### src/rtl/mem_wb_skid_reg_if.sv
// MEM/WB handshake bundle: MEM-side entry in, WB-side registered entry out.
// slave is the pipeline register's view; master is the surrounding pipeline's view.
interface mem_wb_skid_reg_if #(
   parameter int unsigned DATA_W   = 32,
   parameter int unsigned RADDR_W  = 5,
   parameter int unsigned WBCTRL_W = 2
);
   logic                in_valid;
   logic                in_ready;
   logic [DATA_W-1:0]   read_data_in;
   logic [DATA_W-1:0]   addr_in;
   logic [RADDR_W-1:0]  rd_in;
   logic [WBCTRL_W-1:0] wbctrl_in;
   logic                out_valid;
   logic                out_ready;
   logic [DATA_W-1:0]   read_data_out;
   logic [DATA_W-1:0]   addr_out;
   logic [RADDR_W-1:0]  rd_out;
   logic [WBCTRL_W-1:0] wbctrl_out;
   logic [DATA_W-1:0]   wb_data_out;
   logic                reg_write_out;

   modport master (
      output in_valid, read_data_in, addr_in, rd_in, wbctrl_in, out_ready,
      input  in_ready, out_valid, read_data_out, addr_out, rd_out, wbctrl_out,
             wb_data_out, reg_write_out
   );

   modport slave (
      input  in_valid, read_data_in, addr_in, rd_in, wbctrl_in, out_ready,
      output in_ready, out_valid, read_data_out, addr_out, rd_out, wbctrl_out,
             wb_data_out, reg_write_out
   );
endinterface

### src/rtl/mem_wb_skid_reg.sv
// MEM/WB pipeline register with a 2-entry skid buffer, flush and writeback mux.
// Optional MEMWB_STALL_CNT_EN adds a saturating 16-bit WB stall counter output.
module mem_wb_skid_reg #(
   parameter int unsigned DATA_W   = 32,
   parameter int unsigned RADDR_W  = 5,
   parameter int unsigned WBCTRL_W = 2  // bit 1 RegWrite, bit 0 MemToReg; must be >= 2
) (
   input  logic              clk,
   input  logic              rst,
   input  logic              flush,
   mem_wb_skid_reg_if.slave  bus
`ifdef MEMWB_STALL_CNT_EN
   ,
   output logic [15:0]       stall_cnt
`endif
);

   // Encoding is {out_valid, skid_valid}; 2'b01 cannot occur.
   typedef enum logic [1:0] {
      StEmpty = 2'b00,
      StOne   = 2'b10,
      StFull  = 2'b11
   } state_e;

   state_e state_q, state_d;

   logic [DATA_W-1:0]   read_data_q, addr_q, skid_read_data_q, skid_addr_q;
   logic [RADDR_W-1:0]  rd_q, skid_rd_q;
   logic [WBCTRL_W-1:0] wbctrl_q, skid_wbctrl_q;

   logic out_valid, skid_valid, accept, drain;
   logic load_out_in, load_out_skid, load_skid;

   assign out_valid  = state_q[1];
   assign skid_valid = state_q[0];
   assign accept     = bus.in_valid & bus.in_ready;
   assign drain      = out_valid & bus.out_ready;

   always_comb begin
      state_d       = state_q;
      load_out_in   = 1'b0;
      load_out_skid = 1'b0;
      load_skid     = 1'b0;
      if (flush) begin
         state_d = StEmpty;
      end else begin
         unique case (state_q)
            StEmpty: begin
               if (accept) begin
                  load_out_in = 1'b1;
                  state_d     = StOne;
               end
            end
            StOne: begin
               if (drain && accept) begin
                  load_out_in = 1'b1;
               end else if (drain) begin
                  state_d = StEmpty;
               end else if (accept) begin
                  load_skid = 1'b1;
                  state_d   = StFull;
               end
            end
            StFull: begin
               if (drain) begin
                  load_out_skid = 1'b1;
                  state_d       = StOne;
               end
            end
            default: state_d = StEmpty;
         endcase
      end
   end

   always_ff @(posedge clk) begin
      if (rst) begin
         state_q <= StEmpty;
      end else begin
         state_q <= state_d;
      end
   end

   always_ff @(posedge clk) begin
      if (rst) begin
         read_data_q      <= '0;
         addr_q           <= '0;
         rd_q             <= '0;
         wbctrl_q         <= '0;
         skid_read_data_q <= '0;
         skid_addr_q      <= '0;
         skid_rd_q        <= '0;
         skid_wbctrl_q    <= '0;
      end else begin
         if (load_out_in) begin
            read_data_q <= bus.read_data_in;
            addr_q      <= bus.addr_in;
            rd_q        <= bus.rd_in;
            wbctrl_q    <= bus.wbctrl_in;
         end else if (load_out_skid) begin
            read_data_q <= skid_read_data_q;
            addr_q      <= skid_addr_q;
            rd_q        <= skid_rd_q;
            wbctrl_q    <= skid_wbctrl_q;
         end else if (flush) begin
            // Only the control field is squashed; data and rd keep their last value.
            wbctrl_q <= '0;
         end
         if (load_skid) begin
            skid_read_data_q <= bus.read_data_in;
            skid_addr_q      <= bus.addr_in;
            skid_rd_q        <= bus.rd_in;
            skid_wbctrl_q    <= bus.wbctrl_in;
         end
      end
   end

   assign bus.in_ready      = ~skid_valid & ~rst;
   assign bus.out_valid     = out_valid;
   assign bus.read_data_out = read_data_q;
   assign bus.addr_out      = addr_q;
   assign bus.rd_out        = rd_q;
   assign bus.wbctrl_out    = wbctrl_q;
   assign bus.wb_data_out   = wbctrl_q[0] ? read_data_q : addr_q;
   assign bus.reg_write_out = out_valid & wbctrl_q[1];

`ifdef MEMWB_STALL_CNT_EN
   logic [15:0] stall_cnt_q;

   always_ff @(posedge clk) begin
      if (rst) begin
         stall_cnt_q <= '0;
      end else if (out_valid && !bus.out_ready && stall_cnt_q != 16'hFFFF) begin
         stall_cnt_q <= stall_cnt_q + 16'd1;
      end
   end

   assign stall_cnt = stall_cnt_q;
`endif

endmodule

### src/flat_wrapper.sv
// flat-port wrapper written by rule: the top's interface ports become plain ports
module mem_wb_skid_reg_flat 
#(
   parameter int unsigned DATA_W   = 32,
   parameter int unsigned RADDR_W  = 5,
   parameter int unsigned WBCTRL_W = 2                                                 
)
  (clk, rst, flush, bus_in_valid, bus_read_data_in, bus_addr_in, bus_rd_in, bus_wbctrl_in, bus_out_ready, bus_in_ready, bus_out_valid, bus_read_data_out, bus_addr_out, bus_rd_out, bus_wbctrl_out, bus_wb_data_out, bus_reg_write_out);
  mem_wb_skid_reg_if #(.DATA_W(DATA_W), .RADDR_W(RADDR_W), .WBCTRL_W(WBCTRL_W)) bus_i ();
  input  logic clk;
  input  logic rst;
  input  logic flush;
  input wire logic [$bits(bus_i.in_valid)-1:0] bus_in_valid;
  input wire logic [$bits(bus_i.read_data_in)-1:0] bus_read_data_in;
  input wire logic [$bits(bus_i.addr_in)-1:0] bus_addr_in;
  input wire logic [$bits(bus_i.rd_in)-1:0] bus_rd_in;
  input wire logic [$bits(bus_i.wbctrl_in)-1:0] bus_wbctrl_in;
  input wire logic [$bits(bus_i.out_ready)-1:0] bus_out_ready;
  output wire logic [$bits(bus_i.in_ready)-1:0] bus_in_ready;
  output wire logic [$bits(bus_i.out_valid)-1:0] bus_out_valid;
  output wire logic [$bits(bus_i.read_data_out)-1:0] bus_read_data_out;
  output wire logic [$bits(bus_i.addr_out)-1:0] bus_addr_out;
  output wire logic [$bits(bus_i.rd_out)-1:0] bus_rd_out;
  output wire logic [$bits(bus_i.wbctrl_out)-1:0] bus_wbctrl_out;
  output wire logic [$bits(bus_i.wb_data_out)-1:0] bus_wb_data_out;
  output wire logic [$bits(bus_i.reg_write_out)-1:0] bus_reg_write_out;
  assign bus_i.in_valid = bus_in_valid;
  assign bus_i.read_data_in = bus_read_data_in;
  assign bus_i.addr_in = bus_addr_in;
  assign bus_i.rd_in = bus_rd_in;
  assign bus_i.wbctrl_in = bus_wbctrl_in;
  assign bus_i.out_ready = bus_out_ready;
  assign bus_in_ready = bus_i.in_ready;
  assign bus_out_valid = bus_i.out_valid;
  assign bus_read_data_out = bus_i.read_data_out;
  assign bus_addr_out = bus_i.addr_out;
  assign bus_rd_out = bus_i.rd_out;
  assign bus_wbctrl_out = bus_i.wbctrl_out;
  assign bus_wb_data_out = bus_i.wb_data_out;
  assign bus_reg_write_out = bus_i.reg_write_out;
  mem_wb_skid_reg #(.DATA_W(DATA_W), .RADDR_W(RADDR_W), .WBCTRL_W(WBCTRL_W)) u_core (.clk(clk), .rst(rst), .flush(flush), .bus(bus_i));
endmodule
### config.mk
export PLATFORM = sky130hd
export DESIGN_NAME = mem_wb_skid_reg_flat
export DESIGN_NICKNAME = d
export VERILOG_FILES = /design/src/rtl/mem_wb_skid_reg_if.sv /design/src/rtl/mem_wb_skid_reg.sv /design/src/flat_wrapper.sv
export SDC_FILE = /design/constraint.sdc
export NUM_CORES = 1
export LEC_CHECK = 0
export ABC_AREA = 1
export CAP_MARGIN = 20
export CELL_PAD_IN_SITES_DETAIL_PLACEMENT = 1
export CELL_PAD_IN_SITES_GLOBAL_PLACEMENT = 1
export CORE_MARGIN = 5
export CORE_UTILIZATION = 25
export DETAILED_ROUTE_END_ITERATION = 10
export GPL_TIMING_DRIVEN = 0
export PLACE_DENSITY = 0.69
export SLEW_MARGIN = 20
export SYNTH_ARGS = -nofsm -noshare
export SYNTH_HDL_FRONTEND = slang
export SYNTH_SLANG_ARGS = --single-unit
### constraint.sdc
create_clock -name clk -period 3.1 [get_ports clk]
set_input_delay 0.465 -clock clk [delete_from_list [all_inputs] [get_ports clk]]
set_output_delay 0.465 -clock clk [all_outputs]
set_load 0.005 [all_outputs]
==> metrics.txt <==
antenna violations before repair 0; Via density 4.66; clk_lat worst skew 0.42 ns; Worst Path Buf+Inv 3; clock net sink count 144; CTS tree built; TNS Setup 0 ns; mapped cell area 0.00693 sq mm; First DRT Iteration DRCs 556; critical path depth 4; worst path cell trace clkbuf_1 > clkbuf_2 > mux2_2 > clkdlybuf4s50_1; DP Area 0.00921 sq mm; Largest stage delay, worst path 0.47 ns; RSZ-0062 raised after global routing false; port bufs 181; Pwr Density 488 mW/mm^2; CP Launch Type flop; DP HPWL 20.3 mm; Max Cap Viol 0; CP max stage cell clkdlybuf4s50_1; Worst-Margin Slew 0.755 ns; vias in the first global route 7,691; Hold-fix buffers, CTS 0; Clock Skew 0.0100 ns; Metal-1 WL 12.9 mm; DIE AREA 0.0311 sq mm; clock root cell clkbuf_16; H-tree levels 4; register bit total from synthesis 144; FMAX 340 MHz; highest routed layer met4; routed length on met3 1.31 mm; DRC 0; first-pass GRT wire length 43.4 mm; worst vdd ir 0.000280 V; sequential share of the synthesized area 41.6%; WHS Path Cells 2; Vert. Die Dim 176 um; CP arrival 2.47 ns; share of layout cells above drive strength 1 7.41%; final net count 1,295; CTS max path bufs 2; floorplan die width 176 um; crit path max fanout 10; Slew Limit Fails 0; FP Rows 61; worst r2r path cells 8; Slew HR 49.6%; area delta synth->final 41.7%; crit share post-route 94.8%; cell family contributing the most delay on the critical path buffers and inverters; total grt overflow 0; DR WL met2 13.2 mm; warnings from Yosys 0; clock-pin slew on the worst setup and hold paths 0.06 ns; worst hold-check path type flop to flop; Initial DRT Pass Iterations 4; Avg Cell Area, Syn 6.83 sq um; P_leak 3.97 nW; Routed Antenna Nets 0; Final min period 2.94 ns; required time worst endpoint 2.63 ns; final-report hold violation count 0; Synth cell types 19; syn_nets 1,095; total track usage 17.6%; synthesized instance count 1,015; CP Capture Type primary output; Final Cell Area 0.00981 sq mm; routed len/inst 17.3 um; Initial Util 25.1%; Setup violations, final 0; antenna cells 0; Core ar. 0.0276 sq mm; number of buffers created by CTS 17; I/O Pins 182; status finished, final reports clean; worst setup path class flop to primary output; Final Power 4.79 mW; RePlAce Congestion 0.779; Routed WL 27.7 mm; via count 7,476; largest net degree at the start of global routing 17
==> timing repair <==
item / in CTS / in global routing
buffers inserted: 0 / 0
setup endpoints to repair: 29 / 0
gates resized for setup: 4 / 0
==> layer usage <==
layer / vias to the layer above / global-route usage, %
met5: - / 0
met4: 0 / 3.71
met3: 23 / 3.73
met2: 146 / 30.1
met1: 3586 / 23.1
li1: 3721 / -
==> layout by cell type, fill, tap and decap left out, drive strengths merged <==
| cell type | n |
|---|---|
| clkinvlp | 3 |
| nor2 | 153 |
| o21ai | 73 |
| bufinv | 2 |
| clkbuf | 77 |
| clkinv | 4 |
| ha | 4 |
| clkdlybuf4s50 | 181 |
| nand2 | 157 |
| a21oi | 72 |
| inv | 86 |
| nand3 | 215 |
| mux2 | 32 |
| buf | 25 |
| dfxtp | 144 |
==> state kept, by name, indices dropped and copies added (netlist names) <==
signal,count
u_core.bus.addr_out,32
u_core.bus.rd_out,5
u_core.bus.read_data_out,32
u_core.bus.wbctrl_out,2
u_core.skid_addr_q,32
u_core.skid_rd_q,5
u_core.skid_read_data_q,32
u_core.skid_wbctrl_q,2
u_core.state_q,2
==> kinds of logic after synthesis <==
| family | share of synthesized area, % |
|---|---|
| flops | 41.6 |
| compound gates | 10.5 |
| fa+ha+maj | 0.722 |
| mux | 5.20 |
| buf+inv | 9.36 |
| simple gates | 32.6 |
==> tightest hold or removal path, cell delays in order (launching register included) <==
cell and delay (ns):
dfxtp_1 0.33, nor2_1 0.05, nor2_1 0.08
==> path summary, 6_finish.rpt <==
kind	start	endpoint	slack (ns)
setup / recovery	u_core.bus.wbctrl_out[0]	bus_wb_data_out[12]	0.16
setup reg to reg	u_core.state_q[1]	u_core.bus.read_data_out[12]	0.47
hold reg to reg	u_core.skid_addr_q[11]	u_core.skid_addr_q[11]	0.48
hold / removal	u_core.skid_addr_q[11]	u_core.skid_addr_q[11]	0.48
==> synthesized netlist by cell type, drive strengths merged <==
| library cell | n | area, sq um |
|---|---|---|
| a21oi | 72 | 360 |
| buf | 25 | 123 |
| clkbuf | 58 | 218 |
| dfxtp | 144 | 2880 |
| ha | 4 | 50.1 |
| inv | 82 | 308 |
| mux2 | 32 | 360 |
| nand2 | 157 | 592 |
| nand3 | 215 | 1080 |
| nor2 | 153 | 584 |
| o21ai | 73 | 369 |
==> cell type report <==
cell class | count | area (sq um)
fill | 3423 | 17700
multi-input combinational | 706 | 3400
sequential | 144 | 2880
timing repair buffer | 181 | 1810
tap | 378 | 473
clock buffer | 19 | 443
buffer | 83 | 347
inverter | 82 | 308
clock inverter | 13 | 153
==> metrics by stage <==
stage	std cells	hold slack (ns)	worst slack, ns	util (%)
after detailed placement	1574	0.477	0.132	33.4
after global routing	1606	0.503	0.0628	35.6
after CTS	1606	0.489	0.0682	35.6
after floorplan	1015	0.456	1.37	-
after global placement	1574	0.462	0.158	33.4
final	1606	0.485	0.161	35.6
==> power by group <==
group          total, mW  internal, mW  switching, mW
clock               2.11          1.22          0.884
sequential          1.98          1.92         0.0611
combinational      0.705         0.343          0.363
total               4.79          3.48           1.31
(Power assumes the default switching activity.)
